## config.mk

```make
export PLATFORM = sky130hd
export DESIGN_NAME = gb_bus_arbiter
export DESIGN_NICKNAME = d
export VERILOG_FILES = /design/src/rtl/gb_bus_pkg.sv /design/src/rtl/gb_bus_grant.sv /design/src/rtl/gb_bus_arbiter.sv
export SDC_FILE = /design/constraint.sdc
export NUM_CORES = 1
export LEC_CHECK = 0
export ABC_CLOCK_PERIOD_IN_PS = 2770
export BUFFER_PORTS_ARGS = -buffer_cell sky130_fd_sc_hd__buf_2
export CAP_MARGIN = 40
export CELL_PAD_IN_SITES_DETAIL_PLACEMENT = 2
export CELL_PAD_IN_SITES_GLOBAL_PLACEMENT = 2
export CORE_ASPECT_RATIO = 1.2
export CORE_UTILIZATION = 27
export DETAILED_ROUTE_END_ITERATION = 8
export HOLD_SLACK_MARGIN = 0.02
export PLACE_DENSITY = 0.87
export SLEW_MARGIN = 20
export SYNTH_ARGS = -nofsm -noshare
export SYNTH_HDL_FRONTEND = slang
export SYNTH_SLANG_ARGS = --single-unit
```

## constraint.sdc

```tcl
create_clock -name clk -period 2.77 [get_ports clk]
set_input_delay 0.554 -clock clk [delete_from_list [all_inputs] [get_ports clk]]
set_output_delay 0.554 -clock clk [all_outputs]
set_load 0.01 [all_outputs]
```

## src/rtl/gb_bus_pkg.sv

```systemverilog
// Shared types and constants for the GameBoy memory-port arbiter.
// Imported by the grant unit and the arbiter top.
package gb_bus_pkg;

    typedef enum logic [1:0] {
        IDLE    = 2'd0,
        CPU_ACC = 2'd1,
        DMA_ACC = 2'd2
    } bus_state_t;

    localparam logic REQ_CPU = 1'b0;
    localparam logic REQ_DMA = 1'b1;

    localparam int STARVE_LIMIT_DEFAULT = 4;
    localparam int STARVE_W             = 4;
    localparam logic [STARVE_W-1:0] STARVE_MAX = '1;
    localparam logic [STARVE_W-1:0] STARVE_ONE = STARVE_W'(1);

endpackage

```

## src/rtl/gb_bus_grant.sv

```systemverilog
// Grant decision between the pending CPU access and the DMA requester.
// Holds the starvation counter that bounds how long DMA may pre-empt the CPU.
module gb_bus_grant
    import gb_bus_pkg::*;
#(
    parameter int STARVE_LIMIT = STARVE_LIMIT_DEFAULT,
    parameter int DMA_PRIO     = 1
) (
    input  logic clk,
    input  logic reset,
    input  logic enable,
    input  logic cpu_pend,
    input  logic dma_req,
    output logic grant_valid,
    output logic grant_id
);

    localparam logic [STARVE_W-1:0] LIMIT = STARVE_W'(STARVE_LIMIT);

    logic [STARVE_W-1:0] starve_cnt;
    logic                dma_first;

    always_comb begin
        dma_first   = (DMA_PRIO != 0) && (starve_cnt < LIMIT);
        grant_valid = cpu_pend || dma_req;
        grant_id    = REQ_CPU;
        if (dma_req && (!cpu_pend || dma_first)) begin
            grant_id = REQ_DMA;
        end
    end

    // Only DMA grants that overtake a waiting CPU count towards starvation.
    always_ff @(posedge clk) begin
        if (reset) begin
            starve_cnt <= '0;
        end else if (enable && grant_valid) begin
            if (grant_id == REQ_CPU) begin
                starve_cnt <= '0;
            end else if (cpu_pend && (starve_cnt != STARVE_MAX)) begin
                starve_cnt <= starve_cnt + STARVE_ONE;
            end
        end
    end

endmodule

```

## src/rtl/gb_bus_arbiter.sv

```systemverilog
// Shares one variable-latency memory port between the CPU bus and a DMA engine.
// The CPU is stalled through cpu_wait_n until its single access per strobe completes.
module gb_bus_arbiter
    import gb_bus_pkg::*;
#(
    parameter int STARVE_LIMIT = STARVE_LIMIT_DEFAULT,
    parameter int DMA_PRIO     = 1
) (
    input  logic        clk,
    input  logic        reset,
    input  logic        cpu_mreq_n,
    input  logic        cpu_rd_n,
    input  logic        cpu_wr_n,
    input  logic [15:0] cpu_a,
    input  logic [7:0]  cpu_do,
    output logic [7:0]  cpu_di,
    output logic        cpu_wait_n,
    input  logic        dma_req,
    input  logic        dma_we,
    input  logic [15:0] dma_a,
    input  logic [7:0]  dma_wdata,
    output logic        dma_ack,
    output logic [7:0]  dma_rdata,
    output logic        mem_req,
    output logic        mem_we,
    output logic [15:0] mem_a,
    output logic [7:0]  mem_wdata,
    input  logic        mem_ack,
    input  logic [7:0]  mem_rdata
);

    bus_state_t state;
    bus_state_t state_next;
    logic       cpu_strobe;
    logic       cpu_pend;
    logic       served;
    logic       grant_valid;
    logic       grant_id;

    assign cpu_strobe = !cpu_mreq_n && (!cpu_rd_n || !cpu_wr_n);
    assign cpu_pend   = cpu_strobe && !served;
    assign cpu_wait_n = !cpu_pend;

    gb_bus_grant #(
        .STARVE_LIMIT (STARVE_LIMIT),
        .DMA_PRIO     (DMA_PRIO)
    ) u_grant (
        .clk         (clk),
        .reset       (reset),
        .enable      (state == IDLE),
        .cpu_pend    (cpu_pend),
        .dma_req     (dma_req),
        .grant_valid (grant_valid),
        .grant_id    (grant_id)
    );

    always_ff @(posedge clk) begin
        if (reset) begin
            state <= IDLE;
        end else begin
            state <= state_next;
        end
    end

    always_comb begin
        state_next = state;
        case (state)
            IDLE: begin
                if (grant_valid) begin
                    state_next = (grant_id == REQ_DMA) ? DMA_ACC : CPU_ACC;
                end
            end
            CPU_ACC, DMA_ACC: begin
                if (mem_ack) begin
                    state_next = IDLE;
                end
            end
            default: state_next = IDLE;
        endcase
    end

    // One access per strobe: served blocks re-grant until the strobe drops.
    always_ff @(posedge clk) begin
        if (reset) begin
            served <= 1'b0;
        end else if (!cpu_strobe) begin
            served <= 1'b0;
        end else if ((state == CPU_ACC) && mem_ack) begin
            served <= 1'b1;
        end
    end

    always_ff @(posedge clk) begin
        if (reset) begin
            mem_req   <= 1'b0;
            mem_we    <= 1'b0;
            mem_a     <= '0;
            mem_wdata <= '0;
            dma_ack   <= 1'b0;
            dma_rdata <= '0;
            cpu_di    <= '0;
        end else begin
            dma_ack <= 1'b0;
            case (state)
                IDLE: begin
                    if (grant_valid) begin
                        mem_req <= 1'b1;
                        if (grant_id == REQ_DMA) begin
                            mem_we    <= dma_we;
                            mem_a     <= dma_a;
                            mem_wdata <= dma_wdata;
                        end else begin
                            mem_we    <= !cpu_wr_n;
                            mem_a     <= cpu_a;
                            mem_wdata <= cpu_do;
                        end
                    end
                end
                CPU_ACC: begin
                    if (mem_ack) begin
                        mem_req <= 1'b0;
                        // Data for an abandoned strobe is dropped.
                        if (cpu_strobe && !mem_we) begin
                            cpu_di <= mem_rdata;
                        end
                    end
                end
                DMA_ACC: begin
                    if (mem_ack) begin
                        mem_req   <= 1'b0;
                        dma_ack   <= 1'b1;
                        dma_rdata <= mem_rdata;
                    end
                end
                default: ;
            endcase
        end
    end

endmodule

```

Word level (Yosys, flattened, before mapping)
Index checks and enable logic that the tools add are counted.
{"block": "op_classes", "n_addsub": 1, "order_cmp": 1, "n_eq_ne": 6, "mux": 14, "n_bitwise": 2, "n_reduce_logical": 27}
{"operator": "2-to-1 mux 16 bit", "n": 1}
{"operator": "2-to-1 mux 4 bit", "n": 2}
{"operator": "2-to-1 mux 8 bit", "n": 1}
{"operator": "AND reduction 2 bit", "n": 4}
{"operator": "logical AND 1 bit", "n": 7}
{"operator": "logical NOT 1 bit", "n": 6}
{"operator": "2-to-1 mux 2 bit", "n": 3}
{"operator": "AND reduction 3 bit", "n": 2}
{"operator": "OR reduction 2 bit", "n": 3}
{"operator": "2-to-1 mux 1 bit", "n": 5}
{"operator": "adder 4 x 1 -> 4 bit, second input constant", "n": 1}
{"operator": "< comparator 4 x 3 -> 1 bit, second input constant", "n": 1}
{"operator": "inequality test 2 x 1 -> 1 bit, second input constant", "n": 2}
{"operator": "inequality test 4 bit, second input constant", "n": 1}
{"operator": "one-hot mux 2 bit (2 select lines)", "n": 1}
{"operator": "logical OR 1 bit", "n": 3}
{"operator": "equality test 2 x 1 -> 1 bit, second input constant", "n": 1}
{"operator": "equality test 2 bit, second input constant", "n": 1}
{"operator": "logical NOT 2 bit", "n": 1}
{"operator": "inequality test 2 bit, second input constant", "n": 1}
{"operator": "inverter 1 bit", "n": 2}
{"operator": "one-hot mux 1 bit (2 select lines)", "n": 1}
{"operator": "nonzero test 2 bit", "n": 1}
{"block": "word_totals", "ff_bits": 50, "input_bits": 64, "output_inout_bits": 44, "wordCells": 61}

Logic depth before layout (Yosys ltp)
Gate-level depths: netlist of run 1.
{"block": "logic_depth", "depth_word": 11, "depth_mapped": 7, "depth_no_buf": 6}

Modules after synthesis
Synthesis of run 1 repeated with hierarchy kept, for this count alone.
{"block": "hier_totals", "cells_unflattened": 231, "hier_area_um2": 2197.1}
{"module": "gb_bus_arbiter", "instances": 1, "cells_per_inst": 214, "area_each_um2": 2004.4, "seq_area_each_um2": 920.9}
{"module": "gb_bus_grant", "instances": 1, "cells_per_inst": 17, "area_each_um2": 192.7, "seq_area_each_um2": 80.1}

Least setup slack after synthesis of run 1
OpenSTA, ideal clock, no wires.
{"block": "synth_timing", "kind": "input-to-reg", "startpoint": "in cpu_rd_n", "endpoint": "reg mem_a[0]", "arrival_ns": 1.597, "slack_ns": 1.085, "path_stages": 6, "path_cell_list": "a211oi_2 inv_2 o211ai_4 buf_6 nor2_1 nor4_2"}
{"block": "synth_via", "elab_chain_len": 9}
{"element": "start, declared", "line": "gb_bus_arbiter.sv:12", "text": "input logic cpu_rd_n,"}
{"element": "logical NOT 1 bit", "line": "gb_bus_arbiter.sv:40", "text": "assign cpu_strobe = !cpu_mreq_n && (!cpu_rd_n || !cpu_wr_n);"}
{"element": "logical OR 1 bit", "line": "gb_bus_arbiter.sv:40"}
{"element": "logical AND 1 bit", "line": "gb_bus_arbiter.sv:40"}
{"element": "logical AND 1 bit", "line": "gb_bus_arbiter.sv:41", "text": "assign cpu_pend = cpu_strobe && !served;"}
{"element": "logical NOT 1 bit"}
{"element": "net cpu_wait_n", "line": "gb_bus_arbiter.sv:17", "text": "output logic cpu_wait_n,"}
{"element": "logical OR 1 bit", "line": "gb_bus_grant.sv:27", "text": "if (dma_req && (!cpu_pend || dma_first)) begin"}
{"element": "logical AND 1 bit", "line": "gb_bus_grant.sv:27"}
{"element": "2-to-1 mux 1 bit", "line": "gb_bus_grant.sv:27"}
{"element": "2-to-1 mux 16 bit", "line": "gb_bus_arbiter.sv:108", "text": "if (grant_id == REQ_DMA) begin"}
{"element": "end signal, assigned", "line": "gb_bus_arbiter.sv:110", "text": "mem_a <= dma_a;"}
{"element": "end signal, assigned", "line": "gb_bus_arbiter.sv:114", "text": "mem_a <= cpu_a;"}
{"element": "end, declared", "line": "gb_bus_arbiter.sv:26", "text": "output logic [15:0] mem_a,"}
The timed path passes the listed nets, and every way through them passes these cells.
A chain may end at the register's enable or synchronous reset.

Worst setup path after layout of run 1
{"block": "layout_timing", "startpoint": "reg state[0]", "endpoint": "reg mem_wdata[1]"}
{"block": "layout_via", "elab_chain_len": 2}
{"element": "start, declared", "line": "gb_bus_arbiter.sv:32", "text": "bus_state_t state;"}
{"element": "start signal, assigned", "line": "gb_bus_arbiter.sv:61", "text": "state <= state_next;"}
{"element": "logical NOT 2 bit", "line": "gb_bus_arbiter.sv:104", "text": "case (state)"}
{"element": "AND reduction 2 bit (no line)"}
{"element": "end signal, assigned", "line": "gb_bus_arbiter.sv:111", "text": "mem_wdata <= dma_wdata;"}
{"element": "end signal, assigned", "line": "gb_bus_arbiter.sv:115", "text": "mem_wdata <= cpu_do;"}
{"element": "end, declared", "line": "gb_bus_arbiter.sv:27", "text": "output logic [7:0] mem_wdata,"}
Every way passes these cells.

==> impl_results.md, run 1 <==
* Status: finished, final reports clean
* First drt pass iteration count at 4
* VDD IR max at 0.000201 V
* Post-synthesis adder-cell area fraction at 2.22%
* Die Footprint at 8720 um2
* Worst Setup End Kind: flip-flop
* Post-DP HPWL at 5.63 mm
* Top cells by count, synth: 56 x nor2_1, 50 x dfxtp_1, 41 x a21oi_1, 17 x nand2_1, 17 x nor4_2
* # nets final at 427
* Setup ws final at 0.886 ns
* Leakage Power at 1.32 nW
* Post-Synth XOR/XNOR Area at 0%
* Number of I/O port buffers at 107
* Gr ovfl total at 0
* Maximum clock rate at 0.531 GHz
* Number of synthesis warnings at 0
* Multiplexer share of the synthesized area at 3.55%
* H-tree depth at 2
* Initial antenna violation count at 0
* Vias at 2,303
* Postcts setup bufs at 0
* Chip height at 102 um
* Core box area at 8110 um2
* Final period utilization at 68.0%
* Most frequent cell after synthesis: nor2_1
* Slew HR at 63.5%
* Number of I/O pins at 108
* Netlist cell types at 34
* Clock skew at 0.00461 ns
* Hold_buf cts at 0
* Clock Tree Root: clkbuf_8
* Post-synth top flop: dfxtp_1
* Post-Syn Area at 2250 um2
* Global route hottest layer: met2
* RSZ-0062 raised after global routing: no
* Avg Cell Area, Syn at 8.84 um2
* Post-Synthesis Cells at 255
* Fin crit period at 1.88 ns
* CTS Sinks at 50
* CP max FO at 23
* Number of synthesized flops with an enable pin at 0
* Drt total wl at 7.68 mm
* Post-synth top area share at 44.4%
* TritonCTS buffer count at 5
* PD cells at 585 nW/um2
* Sum Neg Setup Slack at 0 ns
* Yosys top cell by area: dfxtp_1
* Vias in the first global route at 2,503
* Largest family of logic cells by synthesized area: simple AND/OR/NAND/NOR gates
* First-pass GRT wire length at 12.3 mm
* Pins over their slew limit at 0
* Synthesized flop and latch total at 50
* N_diodes at 0
* Slew @ Worst Pin at 0.546 ns
* Die X at 85.4 um
* Met3 usage at 4.77%
* Largest net degree at the start of global routing at 36
* Syn Nets at 323
* DR iter-0 viols at 29
* Wirelength per Cell at 16.9 um
* GP Congestion at 0.712
* FFs w/ async S/R, synth at 0%
* Worst path required time at 2.99 ns
* Aggregate global-route resource usage at 18.3%
* HP Class: flip-flop to flip-flop
* Crit path launch type: flip-flop
* Post-cts sizing count at 0
* Sequential area share after synthesis at 44.4%
* Final hold violations at 0
* Worst Path Arrival at 2.11 ns
* Synth Area in Simple Gates at 30.5%
* Routed vias/inst at 5.07
* CP Class: flip-flop to flip-flop
* ANT nets after route at 0
* Final setup viols at 0
* # rows at 36
* Global-route met2 utilization at 35.9%
* Area Overhead vs Synth at 30.6%
* CTS tree: yes
* Worst skew pair latency at 0.31 ns
* Layout cells sized above 1 at 39.8%
* Clk buf depth at 2
* Area contributors post-synth: dfxtp_1 44%, nor4_2 9.4%, nor2_1 9.3%
* Initial Util at 27.8%
* Synth Area in Compound Gates at 14.0%
* Drt drc at 0
* Clk slew on worst S/H paths at 0.09 ns
* Max Cap Viol at 0
* GR Layer Usage met1 at 19.1%
* Place WS at 0.637 ns
-- worst paths after layout --
kind / start / end / slack, ns / cells after the start
setup / recovery: state[0]$_SDFFE_PP0P_ / mem_wdata[1]$_SDFFE_PP0P_ / 0.89 / 7
hold / removal: dma_rdata[2]$_SDFFE_PP0P_ / dma_rdata[2]$_SDFFE_PP0P_ / 0.46 / 2
setup reg to reg: state[0]$_SDFFE_PP0P_ / mem_wdata[1]$_SDFFE_PP0P_ / 0.89 / 7
hold reg to reg: dma_rdata[2]$_SDFFE_PP0P_ / dma_rdata[2]$_SDFFE_PP0P_ / 0.46 / 2
-- cell type report --
class / count / area, um2
fill: 957 / 5160
multi-input combinational: 185 / 1130
sequential: 50 / 1000
timing repair buffer: 114 / 601
tap: 95 / 119
clock buffer: 7 / 76.3
inverter: 3 / 11.3
-- report_power, final --
group          leakage (nW)  internal, mW  total (mW)  switching, mW
sequential            0.411         0.790       0.829         0.0387
clock                0.0383         0.175       0.419          0.244
combinational         0.866         0.190       0.474          0.284
total                  1.32          1.15        1.72          0.567
-- layout by cell type, fill, tap and decap left out, drive strengths merged --
master	netlist	routed
buf	12	114
nor2	56	56
dfxtp	50	50
a21oi	41	41
nor4	21	21
nand2	17	17
mux2i	8	8
nand3	8	8
clkbuf	5	7
nor3	6	6
ha	4	4
o21ai	3	3
nand4	3	3
o21bai	3	3
inv	3	3
nand2b	2	2
nor3b	2	2
a211oi	2	2
o211ai	2	2
or3b	1	1
nand4b	1	1
o22a	1	1
a21o	1	1
a31o	1	1
nand3b	1	1
or3	1	1
-- sequential cells by signal, summed over array words and instances (netlist names) --
name,cells
u_grant.starve_cnt,4
mem_we,1
cpu_di,8
mem_req,1
state,2
dma_rdata,8
dma_ack,1
mem_a,16
mem_wdata,8
served,1
-- critical path, cell delays in order (launching register included) --
cell and delay (ns):
dfxtp_1 0.37, inv_1 0.08, ha_1 0.30, buf_4 0.26, o211ai_4 0.12, buf_4 0.31, nor2_1 0.10, nor4_2 0.25
-- cells by family after synthesis --
| logic type | Yosys count |
|---|---|
| multiplexers | 8 |
| buffers and inverters | 20 |
| AO/OA/AOI/OAI | 54 |
| adder cells (fa/ha/maj) | 4 |
| AND/OR/NAND/NOR | 119 |
| flip-flops | 50 |
-- per-stage QoR --
| step | utilization (%) | area, um2 | power, mW | hold WS, ns | std cells |
|---|---|---|---|---|---|
| finish | 36.3 | 2940 | 1.72 | 0.465 | 454 |
| global placement | 35.1 | 2850 | 1.30 | 0.438 | 446 |
| CTS | 36.0 | 2920 | 1.75 | 0.466 | 453 |
| global route | 36.3 | 2940 | 1.82 | 0.484 | 454 |
| floorplan | - | 2250 | 1.13 | 0.440 | 255 |
| detailed placement | 35.1 | 2850 | 1.32 | 0.451 | 446 |
-- layer usage --
metal / part of all wire (%) / up-vias / wire length, um
met5: 0 / - / 0
met4: 1.4 / 0 / 108
met2: 52 / 85 / 4030
li1: - / 1097 / -
met3: 6.7 / 8 / 518
met1: 39 / 1113 / 3020
No activity file was read; power rests on OpenSTA's default activity.
==> run 2: changes to the inputs <==
--- a/config.mk
+++ b/config.mk
@@ -5,16 +5,16 @@
 export SDC_FILE = /design/constraint.sdc
 export NUM_CORES = 1
 export LEC_CHECK = 0
-export ABC_CLOCK_PERIOD_IN_PS = 2770
+export ABC_CLOCK_PERIOD_IN_PS = 1900
 export BUFFER_PORTS_ARGS = -buffer_cell sky130_fd_sc_hd__buf_2
 export CAP_MARGIN = 40
 export CELL_PAD_IN_SITES_DETAIL_PLACEMENT = 2
 export CELL_PAD_IN_SITES_GLOBAL_PLACEMENT = 2
 export CORE_ASPECT_RATIO = 1.2
-export CORE_UTILIZATION = 27
+export CORE_UTILIZATION = 25
 export DETAILED_ROUTE_END_ITERATION = 8
 export HOLD_SLACK_MARGIN = 0.02
-export PLACE_DENSITY = 0.87
+export PLACE_DENSITY = 0.81
 export SLEW_MARGIN = 20
 export SYNTH_ARGS = -nofsm -noshare
 export SYNTH_HDL_FRONTEND = slang
==> constraint.sdc (replaced) <==
create_clock -name clk -period 1.9 [get_ports clk]
set_input_delay 0.38 -clock clk [delete_from_list [all_inputs] [get_ports clk]]
set_output_delay 0.38 -clock clk [all_outputs]
set_load 0.01 [all_outputs]
==> run 2 against run 1 <==
Die area up 7.8%; hold slack got worse by 0.14 ns; largest power group unchanged; fmax up 11%; flip-flop and latch count is the same; sequential share of layout area is 0.90 points lower; combinational power up 49%; count of clock-buffer cells in the layout shrank 2; routed wire length is 0.48% higher.
==> impl_results.md, run 2 (same netlist as run 1, synthesis figures left out) <==
* H-tree depth at 2 (unchanged)
* Crit path to: mem_a[14]$_SDFFE_PP0P_ (was mem_wdata[1]$_SDFFE_PP0P_)
* Vias in the first global route at 2,610 (was 2,503)
* Leakage Power at 1.34 nW (was 1.32 nW)
* Most frequent cells in the layout: 107 x buf_2, 56 x nor2_1, 50 x dfxtp_1 (unchanged)
* N_diodes at 0 (unchanged)
* Worst path required time at 2.10 ns (was 2.99 ns)
* Largest net degree at the start of global routing at 29 (was 36)
* Die Footprint at 9400 um2 (was 8720 um2)
* # nets final at 432 (was 427)
* Max Cap Viol at 0 (unchanged)
* Internal power at 1.70 mW (was 1.15 mW)
* Fin crit period at 1.70 ns (was 1.88 ns)
* Slew @ Worst Pin at 0.407 ns (was 0.546 ns)
* CTS Sinks at 50 (unchanged)
* Worst Path Buf+Inv at 1 (was 3)
* First drt pass iteration count at 4 (unchanged)
* Hold_buf cts at 0 (unchanged)
* VDD IR max at 0.000287 V (was 0.000201 V)
* Clock share of power at 24.1% (was 24.3%)
* RSZ-0062 raised after global routing: no (unchanged)
* FF-to-FF Start: state[1]$_SDFFE_PP0P_ (was state[0]$_SDFFE_PP0P_)
* Die X at 88.7 um (was 85.4 um)
* CP max FO at 24 (was 23)
* Largest register FFs at 16 (unchanged)
* GP Congestion at 0.739 (was 0.712)
* Area Overhead vs Synth at 34.1% (was 30.6%)
* Core box area at 8660 um2 (was 8110 um2)
* Net Sw Power at 0.829 mW (was 0.567 mW)
* Layout cells sized above 1 at 41.2% (was 39.8%)
* Postcts setup bufs at 0 (unchanged)
* Clock Tree Root: clkbuf_8 (unchanged)
* Clk buf depth at 2 (unchanged)
* Maximum clock rate at 0.590 GHz (was 0.531 GHz)
* Worst Setup End Kind: flip-flop (unchanged)
* Worst Path Arrival at 1.89 ns (was 2.11 ns)
* Number of fill cells in the layout at 1,067 (was 957)
* CP Class: flip-flop to flip-flop (unchanged)
* First-pass GRT wire length at 12.3 mm (about the same)
* CP max stage cell: ha_1 (was dfxtp_1)
* PD cells at 835 nW/um2 (was 585 nW/um2)
* Power Total at 2.52 mW (was 1.72 mW)
* Drt drc at 0 (unchanged)
* Crit path launch type: flip-flop (unchanged)
* Chip height at 106 um (was 102 um)
* Vias at 2,317 (was 2,303)
* Sum Neg Setup Slack at 0 ns (unchanged)
* Initial Util at 26.0% (was 27.8%)
* Switching Fraction at 32.9% (about the same)
* HP Class: primary input to flip-flop (was flip-flop to flip-flop)
* Worst skew pair latency at 0.31 ns (about the same)
* Worst R2R End: mem_a[14]$_SDFFE_PP0P_ (was mem_wdata[1]$_SDFFE_PP0P_)
* Sequential share of power at 47.9% (was 48.1%)
* Status: finished, final reports clean (unchanged)
* Slew HR at 72.8% (was 63.5%)
* Initial antenna violation count at 0 (unchanged)
* Drt total wl at 7.71 mm (was 7.68 mm)
* TritonCTS buffer count at 5 (unchanged)
* Gr ovfl total at 0 (unchanged)
* Pins over their slew limit at 0 (unchanged)
* Clk slew on worst S/H paths at 0.10 ns (was 0.09 ns)
* Final hold violations at 0 (unchanged)
* Number of I/O pins at 108 (unchanged)
* Comb power frac at 28.1% (was 27.5%)
* Register with the most flip-flops: mem_a (unchanged)
* # rows at 37 (was 36)
* ANT nets after route at 0 (unchanged)
* Family with the most delay on the worst path: simple AND/OR/NAND/NOR gates (was buffers and inverters)
* WP depth at 5 (was 7)
* Aggregate global-route resource usage at 17.2% (was 18.3%)
* Final setup viols at 0 (unchanged)
* CP peak stage delay at 0.39 ns (was 0.37 ns)
* Crit path cell chain: inv_1 -> ha_1 -> nand4b_4 -> o21bai_1 -> nor3_1 (was inv_1 -> ha_1 -> buf_4 -> o211ai_4 -> buf_4 -> nor2_1 -> nor4_2)
* DR iter-0 viols at 30 (was 29)
* Post-DP HPWL at 5.95 mm (was 5.63 mm)
* Reg-to-reg setup timing slack at 0.20 ns (was 0.89 ns)
* Commonest non-fill, non-tap cell in the layout: buf_2 (unchanged)
* Wirelength per Cell at 16.0 um (was 16.9 um)
* Worst R2R Path Depth at 5 (was 7)
* Critical path startpoint: state[1]$_SDFFE_PP0P_ (was state[0]$_SDFFE_PP0P_)
* Final period utilization at 89.2% (was 68.0%)
* CTS tree: yes (unchanged)
* Number of I/O port buffers at 107 (unchanged)
* Routed vias/inst at 4.82 (was 5.07)
* Clock skew at 0.0114 ns (was 0.00461 ns)
run 2: power by group through the flow:
stage	registers [mW]	logic [mW]	clock network, mW
after floorplan	1.27	0.375	0
final	1.21	0.708	0.608
after CTS	1.21	0.725	0.643
after global placement	1.23	0.694	0
after detailed placement	1.23	0.724	0
after global routing	1.22	0.792	0.687
run 2: metrics by stage:
stage / area [um2] / hold WS [ns] / utilization [%] / instances / setup WS (ns)
finish: 3020 / 0.329 / 34.9 / 481 / 0.205
global route: 3020 / 0.328 / 34.9 / 481 / 0.00416
CTS: 3020 / 0.323 / 34.9 / 481 / 0.139
detailed placement: 2940 / 0.450 / 34.0 / 474 / 0.0972
global placement: 2940 / 0.440 / 34.0 / 474 / 0.180
floorplan: 2250 / 0.440 / - / 255 / 0.389
run 2: cell type report:
cell class | instances | area, um2 | share of cell area, %
timing repair buffer | 119 | 651 | 21.5
clock buffer | 5 | 68.8 | 2.28
sequential | 50 | 1000 | 33.1
tap | 117 | 146 | 4.84
inverter | 3 | 11.3 | 0.373
clock inverter | 2 | 10.0 | 0.331
multi-input combinational | 185 | 1130 | 37.5
run 2: what timing repair did:
item | in CTS | in global routing
setup endpoints to repair | 0 | 2
hold endpoints to repair | 0 | 0
gates resized for setup | 0 | 0
run 2: routing by layer:
layer  vias to the layer above  part of all wire (%)  global-route usage [%]
met5                         -                     0                       0
met4                         0                   2.1                    5.88
met3                        10                   9.2                    5.90
met2                        91                    51                    31.8
met1                      1102                    38                    17.5
li1                       1114                     -                       -
run 2: how the worst min path moves through the flow:
stage                                             startpoint                                  to  slack, ns  cells after the start
after detailed placement           dma_rdata[6]$_SDFFE_PP0P_           dma_rdata[6]$_SDFFE_PP0P_       0.45                      2
after global routing                            mem_rdata[1]           dma_rdata[1]$_SDFFE_PP0P_       0.33                      3
after global placement             dma_rdata[7]$_SDFFE_PP0P_           dma_rdata[7]$_SDFFE_PP0P_       0.44                      2
final                                           mem_rdata[0]              cpu_di[0]$_SDFFE_PP0P_       0.33                      3
after floorplan           u_grant.starve_cnt[1]$_SDFFE_PP0P_  u_grant.starve_cnt[1]$_SDFFE_PP0P_       0.44                      2
after CTS                                       mem_rdata[1]           dma_rdata[1]$_SDFFE_PP0P_       0.32                      3
run 2: worst reg2reg max path, delay by kind of cell, from the launching register on:
family | cells | cell delay [ns]
buf+inv | 1 | 0.10
simple gates | 2 | 0.46
flops | 1 | 0.34
fa+ha+maj | 1 | 0.39
compound gates | 1 | 0.30
==> run 3: changes to the inputs <==
--- a/config.mk
+++ b/config.mk
@@ -8,13 +8,12 @@
 export ABC_CLOCK_PERIOD_IN_PS = 1900
 export BUFFER_PORTS_ARGS = -buffer_cell sky130_fd_sc_hd__buf_2
 export CAP_MARGIN = 40
-export CELL_PAD_IN_SITES_DETAIL_PLACEMENT = 2
-export CELL_PAD_IN_SITES_GLOBAL_PLACEMENT = 2
 export CORE_ASPECT_RATIO = 1.2
-export CORE_UTILIZATION = 25
+export CORE_UTILIZATION = 35
 export DETAILED_ROUTE_END_ITERATION = 8
 export HOLD_SLACK_MARGIN = 0.02
-export PLACE_DENSITY = 0.81
+export MAX_ROUTING_LAYER = met4
+export PLACE_DENSITY = 0.66
 export SLEW_MARGIN = 20
 export SYNTH_ARGS = -nofsm -noshare
 export SYNTH_HDL_FRONTEND = slang
==> run 3 against run 2 <==
Flip-flop and latch count stayed put; register-to-register slack better by 0.02 ns; final area is 0.25% lower; cell count is 7.7% lower; sequential share of layout area is 0.082 points higher; first-iteration DRC count is 93% higher; largest power group unchanged.
==> impl_results.md, run 3 (same netlist as run 1, synthesis figures left out) <==
* Core box area at 6130 um2 (was 8660 um2)
* Fin crit period at 1.68 ns (was 1.70 ns)
* ANT nets after route at 0 (unchanged)
* Post-DP HPWL at 4.13 mm (was 5.95 mm)
* Hold path depth at 3 (unchanged)
* Setup ws final at 0.224 ns (was 0.205 ns)
* Most frequent cells in the layout: 107 x buf_2, 56 x nor2_1, 50 x dfxtp_1 (unchanged)
* Die X at 75.2 um (was 88.7 um)
* Commonest non-fill, non-tap cell in the layout: buf_2 (unchanged)
* Chip height at 89.9 um (was 106 um)
* Area Overhead vs Synth at 33.8% (was 34.1%)
* PD cells at 918 nW/um2 (was 835 nW/um2)
* HP Class: primary input to flip-flop (unchanged)
* Status: finished, final reports clean (unchanged)
* CP max FO at 24 (unchanged)
* Wirelength per Cell at 12.8 um (was 16.0 um)
* VDD IR max at 0.000563 V (was 0.000287 V)
* H-tree depth at 2 (unchanged)
* RSZ-0062 raised after global routing: no (unchanged)
* Fin Hold WS at 0.324 ns (was 0.329 ns)
* Clk buf depth at 2 (unchanged)
* Clock skew at 0.00809 ns (was 0.0114 ns)
* Largest net degree at the start of global routing at 27 (was 29)
* Worst Setup End Kind: flip-flop (unchanged)
* Drt total wl at 5.66 mm (was 7.71 mm)
* Aggregate global-route resource usage at 16.9% (was 17.2%)
* Worst R2R Path Depth at 5 (unchanged)
* Initial antenna violation count at 0 (unchanged)
* Register area at 1000 um2 (unchanged)
* Gr ovfl total at 0 (unchanged)
* Post-cts sizing count at 0 (unchanged)
* Drt drc at 0 (unchanged)
* Final period utilization at 88.2% (was 89.2%)
* DR iter-0 viols at 58 (was 30)
* Worst skew pair latency at 0.30 ns (was 0.31 ns)
* Worst path required time at 2.08 ns (was 2.10 ns)
* FF-to-FF Start: state[1]$_SDFFE_PP0P_ (unchanged)
* TritonCTS buffer count at 5 (unchanged)
* Sum Neg Setup Slack at 0 ns (unchanged)
* Number of fill cells in the layout at 623 (was 1,067)
* Maximum clock rate at 0.597 GHz (was 0.590 GHz)
* Max Cap Viol at 0 (unchanged)
* Crit path launch type: flip-flop (unchanged)
* Hold Path Origin: mem_rdata[7] (was mem_rdata[0])
* Place WS at 0.0887 ns (was 0.0972 ns)
* Clk slew on worst S/H paths at 0.10 ns (about the same)
* CTS tree: yes (unchanged)
* Number of I/O pins at 108 (unchanged)
* Largest register FFs at 16 (unchanged)
* Clock Tree Root: clkbuf_8 (unchanged)
* CP Class: flip-flop to flip-flop (unchanged)
* First-pass GRT wire length at 8.89 mm (was 12.3 mm)
* # nets final at 429 (was 432)
* Power Total at 2.77 mW (was 2.52 mW)
* Leakage Power at 1.35 nW (was 1.34 nW)
* Slew @ Worst Pin at 0.502 ns (was 0.407 ns)
* GP Congestion at 0.733 (was 0.739)
* Initial Util at 36.8% (was 26.0%)
* First drt pass iteration count at 4 (unchanged)
* WHS Endpoint: dma_rdata[7]$_SDFFE_PP0P_ (was cpu_di[0]$_SDFFE_PP0P_)
* Layout cells sized above 1 at 40.9% (was 41.2%)
* Area of the multi-input gates at 1130 um2 (unchanged)
* Worst R2R End: mem_a[4]$_SDFFE_PP0P_ (was mem_a[14]$_SDFFE_PP0P_)
* CTS Sinks at 50 (unchanged)
* Final hold violations at 0 (unchanged)
* Pins over their slew limit at 0 (unchanged)
* Reg-to-reg setup timing slack at 0.22 ns (was 0.20 ns)
* Worst Path Arrival at 1.85 ns (was 1.89 ns)
* Register with the most flip-flops: mem_a (unchanged)
* Vias in the first global route at 2,040 (was 2,610)
* Routed vias/inst at 4.91 (was 4.82)
* # rows at 31 (was 37)
* Slew HR at 66.5% (was 72.8%)
* Vias at 2,178 (was 2,317)
* Number of I/O port buffers at 107 (unchanged)
* Final setup viols at 0 (unchanged)
* N_diodes at 0 (unchanged)
* Die Footprint at 6760 um2 (was 9400 um2)
## run 3: changes by cell type in the layout (fill, tap and decap cells not counted), sizes merged
cell    previous run  this run
bufinv             0         2
buf              119       116
clkinv             2         1
## run 3: where the power goes
group | switching [mW] | internal (mW) | leakage [nW]
clock network | 0.369 | 0.528 | 0.0683
registers | 0.0546 | 1.15 | 0.411
logic | 0.380 | 0.286 | 0.876
total | 0.803 | 1.97 | 1.35
## run 3: metal layers
metal,track usage [%],up-vias,wire length [um]
li1,-,1096,-
met1,19.5,998,2420
met2,29.5,79,2790
met3,3.59,5,408
met4,3.70,0,53
met5,-,-,0
## run 3: worst max path at each step
stage	startpoint	end	slack, ns
after floorplan	cpu_rd_n	mem_a[0]$_SDFFE_PP0P_	0.39
after global placement	state[1]$_SDFFE_PP0P_	mem_wdata[7]$_SDFFE_PP0P_	0.17
after detailed placement	cpu_rd_n	mem_a[11]$_SDFFE_PP0P_	0.09
after CTS	state[1]$_SDFFE_PP0P_	mem_a[4]$_SDFFE_PP0P_	0.15
after global routing	state[1]$_SDFFE_PP0P_	mem_a[3]$_SDFFE_PP0P_	0.03
final	state[1]$_SDFFE_PP0P_	mem_a[4]$_SDFFE_PP0P_	0.22
## run 3: worst max-delay path, stage by stage (launching register included)
cell and delay [ns]:
dfxtp_1 0.34, inv_1 0.09, ha_1 0.42, nand4b_4 0.38, nor2_1 0.25, nor4_2 0.07
## run 3: cell type report
cell class                 count  area share (%)
clock buffer                   5            2.28
clock inverter                 3            2.28
inverter                       3           0.373
multi-input combinational    185            37.6
sequential                    50            33.2
tap                           82            3.40
timing repair buffer         116            20.8
## run 3: what timing repair did
action	CTS	global route
setup buffers	0	0
hold buffers	0	0
endpoints found under the setup margin	0	1
endpoints found under the hold margin	0	0
## run 3: stage by stage
step / utilization [%] / instances / area (um2)
after detailed placement: 47.0 / 436 / 2880
after global placement: 47.0 / 436 / 2880
after floorplan: - / 255 / 2250
after CTS: 49.2 / 444 / 3020
final: 49.2 / 444 / 3020
after global routing: 49.2 / 444 / 3020
